===== src/rtl/arc4_sequencer.sv =====
// arc4_sequencer: runs one ARC4 pass (init -> ksa -> prga) and owns the shared S-memory write port.
// Latency: accept -> INIT_GO next cycle; each phase costs N+2 cycles for an N-cycle sub-block; done registered.
// Backpressure: each X_GO stalls until X_rdy; en accepted only when idle (rdy=1); abort returns to idle.
module arc4_sequencer #(
  parameter int KEY_W = 24
) (
  input  logic             clk,
  input  logic             rst_n,
  input  logic             en,
  output logic             rdy,
  input  logic [KEY_W-1:0] key,
  input  logic             abort,
  output logic             done,
  output logic [1:0]       phase,
  output logic [KEY_W-1:0] key_q,
  output logic             init_en,
  output logic             ksa_en,
  output logic             prga_en,
  input  logic             init_rdy,
  input  logic             ksa_rdy,
  input  logic             prga_rdy,
  input  logic [7:0]       init_addr,
  input  logic [7:0]       init_wrdata,
  input  logic [7:0]       ksa_addr,
  input  logic [7:0]       ksa_wrdata,
  input  logic [7:0]       prga_addr,
  input  logic [7:0]       prga_wrdata,
  input  logic             init_wren,
  input  logic             ksa_wren,
  input  logic             prga_wren,
  output logic [7:0]       s_addr,
  output logic [7:0]       s_wrdata,
  output logic             s_wren
);

  localparam logic [2:0] S_IDLE      = 3'd0;
  localparam logic [2:0] S_INIT_GO   = 3'd1;
  localparam logic [2:0] S_INIT_WAIT = 3'd2;
  localparam logic [2:0] S_KSA_GO    = 3'd3;
  localparam logic [2:0] S_KSA_WAIT  = 3'd4;
  localparam logic [2:0] S_PRGA_GO   = 3'd5;
  localparam logic [2:0] S_PRGA_WAIT = 3'd6;

  logic [2:0] state;
  logic [2:0] state_nxt;
  logic       wait_first;   // high on the entry cycle of any X_WAIT state
  logic       finish;       // prga completed this cycle (becomes done next cycle)
  logic [1:0] owner;
  logic       sel_wren;

  // Owner encoding of a state: 0 idle, 1 init, 2 ksa, 3 prga.
  function automatic logic [1:0] owner_of(input logic [2:0] s);
    case (s)
      S_INIT_GO, S_INIT_WAIT: owner_of = 2'd1;
      S_KSA_GO,  S_KSA_WAIT:  owner_of = 2'd2;
      S_PRGA_GO, S_PRGA_WAIT: owner_of = 2'd3;
      default:                owner_of = 2'd0;
    endcase
  endfunction

  assign rdy   = (state == S_IDLE);
  assign owner = owner_of(state);

  // Next-state logic and sub-block start pulses; abort overrides everything.
  always_comb begin
    state_nxt = state;
    init_en   = 1'b0;
    ksa_en    = 1'b0;
    prga_en   = 1'b0;
    finish    = 1'b0;
    case (state)
      S_IDLE:      if (en) state_nxt = S_INIT_GO;
      S_INIT_GO: begin
        init_en = init_rdy;
        if (init_rdy) state_nxt = S_INIT_WAIT;
      end
      // The sub-block only drops rdy the cycle after it samples en,
      // so rdy on the entry cycle is stale and must be ignored.
      S_INIT_WAIT: if (!wait_first && init_rdy) state_nxt = S_KSA_GO;
      S_KSA_GO: begin
        ksa_en = ksa_rdy;
        if (ksa_rdy) state_nxt = S_KSA_WAIT;
      end
      S_KSA_WAIT:  if (!wait_first && ksa_rdy) state_nxt = S_PRGA_GO;
      S_PRGA_GO: begin
        prga_en = prga_rdy;
        if (prga_rdy) state_nxt = S_PRGA_WAIT;
      end
      S_PRGA_WAIT: begin
        if (!wait_first && prga_rdy) begin
          state_nxt = S_IDLE;
          finish    = 1'b1;
        end
      end
      default:     state_nxt = S_IDLE;
    endcase
    // Do not launch a sub-block we are about to abandon, and never report completion.
    if (abort) begin
      state_nxt = S_IDLE;
      init_en   = 1'b0;
      ksa_en    = 1'b0;
      prga_en   = 1'b0;
      finish    = 1'b0;
    end
  end

  // State, entry flag, registered phase/done and key latch.
  always_ff @(posedge clk) begin
    if (!rst_n) begin
      state      <= S_IDLE;
      wait_first <= 1'b0;
      phase      <= 2'd0;
      done       <= 1'b0;
      key_q      <= '0;
    end else begin
      state      <= state_nxt;
      // Every WAIT state is entered only from its GO state, so any
      // state change marks the first cycle of the new state.
      wait_first <= (state_nxt != state);
      phase      <= owner_of(state_nxt);
      done       <= finish;
      if (state == S_IDLE && en && !abort) key_q <= key;
    end
  end

  // S-port mux: only the owning sub-block reaches the memory; idle drives zeros.
  always_comb begin
    s_addr   = 8'd0;
    s_wrdata = 8'd0;
    sel_wren = 1'b0;
    case (owner)
      2'd1: begin s_addr = init_addr; s_wrdata = init_wrdata; sel_wren = init_wren; end
      2'd2: begin s_addr = ksa_addr;  s_wrdata = ksa_wrdata;  sel_wren = ksa_wren;  end
      2'd3: begin s_addr = prga_addr; s_wrdata = prga_wrdata; sel_wren = prga_wren; end
      default: ;
    endcase
    s_wren = sel_wren & ~abort;
  end

endmodule


===== config.mk =====
export PLATFORM = sky130hd
export DESIGN_NAME = arc4_sequencer
export DESIGN_NICKNAME = d
export VERILOG_FILES = /design/src/rtl/arc4_sequencer.sv
export SDC_FILE = /design/constraint.sdc
export NUM_CORES = 1
export LEC_CHECK = 0
export CAP_MARGIN = 15
export CORE_ASPECT_RATIO = 2
export CORE_MARGIN = 5
export CORE_UTILIZATION = 38
export DETAILED_ROUTE_END_ITERATION = 8
export PLACE_DENSITY = 0.87
export SYNTH_ARGS = -nofsm -noshare
export SYNTH_HDL_FRONTEND = slang
export SYNTH_SLANG_ARGS = --single-unit

===== constraint.sdc =====
create_clock -name clk -period 2.95 [get_ports clk]
set_input_delay 0.59 -clock clk [delete_from_list [all_inputs] [get_ports clk]]
set_output_delay 0.59 -clock clk [all_outputs]
set_load 0.02 [all_outputs]

==> results.sh <==
export IMPL_drt_iter0_drc=52
export IMPL_io_buffer_count=129
export IMPL_stdcell_count=412
export IMPL_ys_warnings_count=0
export IMPL_nFillCells=392
export IMPL_drv_slew=0
export IMPL_post_cts_buffers=0
export IMPL_vias_per_cell=5.08
export IMPL_p_int_mw=0.882
export IMPL_tns_ps=0
export IMPL_async_flop_share=0
export IMPL_hold_buffers=0
export IMPL_p_comb_frac=0.249
export IMPL_start_kind="flop"
export IMPL_drt_first_pass_iters=4
export IMPL_syn_num_nets=316
export IMPL_grt_pass1_vias=2146
export IMPL_synthDominantCellAreaShare=0.341
export IMPL_status="completed"
export IMPL_diodes=0
export IMPL_rows=35
export IMPL_setup_viol=0
export IMPL_crit_slowest_cell="clkdlybuf4s50_1"
export IMPL_grt_usage=0.178
export IMPL_io_pins=130
export IMPL_switchingPower_mw=0.265
export IMPL_seqPwrFrac=0.388
export IMPL_grt_ovfl_total=0
export IMPL_critPathMaxFanout=34
export IMPL_post_cts_resized=0
export IMPL_start_util=0.392
export IMPL_min_period_ps=2710
export IMPL_syn_avg_cell_area_sq_um=7.91
export IMPL_root_buffer="clkbuf_8"
export IMPL_fmax_ghz=0.369
export IMPL_maxCapViolCount=0
export IMPL_synth_ff_type="dfxtp_1"
export IMPL_place_ws_ps=281
export IMPL_hp_class="flop to flop"
export IMPL_powerDensity_nw_per_um2=351
export IMPL_yosysUniqueCellTypes=37
export IMPL_grt_max_degree=35
export IMPL_synth_cells=230
export IMPL_rsz0062_at_grt="false"
export IMPL_hold_viol=0
export IMPL_gp_congestion=0.767
export IMPL_multi_input_area_sq_um=1090
export IMPL_drive_gt1_frac=0.0560
export IMPL_relSlewSlack=0.394
export IMPL_antenna_found_initial=0
export IMPL_slowest_delay_ps=630
export IMPL_peakVddDrop_uv=283
export IMPL_fin_skew_ps=3.53
export IMPL_worst_slew_pin_slew_ps=906
export IMPL_p_clk_frac=0.363
export IMPL_chipHeight_microns=108
export IMPL_synth_commonest_cells="71 x nand2_1, 31 x dfxtp_1, 19 x a21boi_0, 19 x mux2i_1, 17 x o21ai_0"
export IMPL_endpoint_kind="primary output"
export IMPL_ys_seq_elements=31
export IMPL_core_area_sq_um=4640
export IMPL_dp_hpwl_mm=4.59
export IMPL_hp_start="key_q[7]"
export IMPL_clkTransAtPathRegs_ps=60
export IMPL_dieArea_sq_um=6360
export IMPL_numCtsBuffers=5
export IMPL_clk_latency_ps=270
export IMPL_cts_num_sinks=31
export IMPL_clockBufferDepth=2
export IMPL_area_growth_syn_to_layout_pct=79.5
export IMPL_grt_pass1_wl_mm=8.92
export IMPL_dp_cells=403
export IMPL_yosysTopAreaCell="dfxtp_1"
export IMPL_dieWidth_microns=58.9
export IMPL_setup_ws_ps=242
export IMPL_r2r_slack_ps=580
export IMPL_worstPathRequired_ps=2360
export IMPL_path_buf_inv=2
export IMPL_vias=2092
export IMPL_crit_chain="buf_4, mux2i_1, o21ai_0, clkdlybuf4s50_1"
export IMPL_layout_nets=442
export IMPL_cp_arrival_ps=2120
export IMPL_switching_share=0.231
export IMPL_r2r_start="state[2]"
export IMPL_startpoint="state[2]"
export IMPL_crit_family="buffers and inverters"
export IMPL_seq_area_sq_um=621
export IMPL_post_synth_top_count_cell="nand2_1"
export IMPL_finalCritPeriodShare=0.918
export IMPL_syn_area_sq_um=1820
export IMPL_wl_per_cell_microns=13.7
export IMPL_remaining_drc_errors=0
export IMPL_critical_path_class="flop to primary output"
export IMPL_synth_seq_area_share=0.341
export IMPL_p_leak_nw=1.16
export IMPL_synth_area_leaders="dfxtp_1 34%, nand2_1 15%, mux2i_1 10%"
export IMPL_ant_nets=0
export IMPL_cts_htree_levels=2
export IMPL_routed_wl_mm=5.64
export IMPL_cts_tree="yes"
export IMPL_synth_edf_count=0
-- cell type report --
cell class                      instances  area share
Clock buffer                            6      0.0253
Tap cell                               55      0.0211
Sequential cell                        31       0.190
Timing Repair Buffer                  137       0.418
Inverter                                1     0.00115
Multi-Input combinational cell        180       0.334
Clock inverter                          2      0.0107
-- routing by layer --
metal | share of wire | global-route usage
met1 | 0.34 | 0.158
met2 | 0.50 | 0.328
met3 | 0.14 | 0.0804
met4 | 0.023 | 0.0794
met5 | 0 | 0
-- power by group through the flow --
stage	clock network [mW]	logic [mW]	registers, mW
finish	0.416	0.285	0.446
global route	0.452	0.307	0.448
CTS	0.433	0.288	0.446
detailed placement	0	0.287	0.455
global placement	0	0.284	0.454
floorplan	0	0.0886	0.475
-- placed cells by master (no fill, tap or decap), drive strengths merged, types with 2 or more instances in the layout --
master and n:
nor2b 4, dfxtp 31, o21ai 18, mux2i 19
nand3b 3, a31oi 2, a21oi 2, o31ai 3
and3 2, buf 8, clkbuf 6, ha 4
a21boi 24, nor2 7, nand2b 2, clkdlybuf4s50 129
nand2 71, nor3 2, and2 3, a211oi 2
-- kinds of logic after synthesis --
family	Yosys count	synth area share
simple gates	98	0.237
compound gates	58	0.226
flops	31	0.341
buf+inv	19	0.0591
mux	19	0.105
fa+ha+maj	4	0.0275
xor+xnor	1	0.00482
-- metrics by stage --
stage | hold WS [ps] | area (sq um) | total power [mW] | utilization
CTS | 454 | 3250 | 1.17 | 0.699
floorplan | 533 | 1820 | 0.563 | -
finish | 453 | 3270 | 1.15 | 0.704
global route | 481 | 3270 | 1.21 | 0.704
detailed placement | 445 | 3130 | 0.742 | 0.674
global placement | 440 | 3130 | 0.738 | 0.674
-- path summary, 6_finish.rpt --
kind	end	cells after the start
hold reg to reg	key_q[7]	2
setup reg to reg	phase[1]	8
setup / recovery	s_addr[4]	4
hold / removal	key_q[7]	2
-- registers in the layout, summed over array words and instances, names as in the netlist --
name and count:
state 3, key_q 24, wait_first 1, phase 2, done 1
-- worst min-delay path, stage by stage, from the launching register on --
cell      delay, ps
dfxtp_1         310
nand2_1          50
a21boi_1         50
Note: power is estimated with default switching activity, not from simulation.
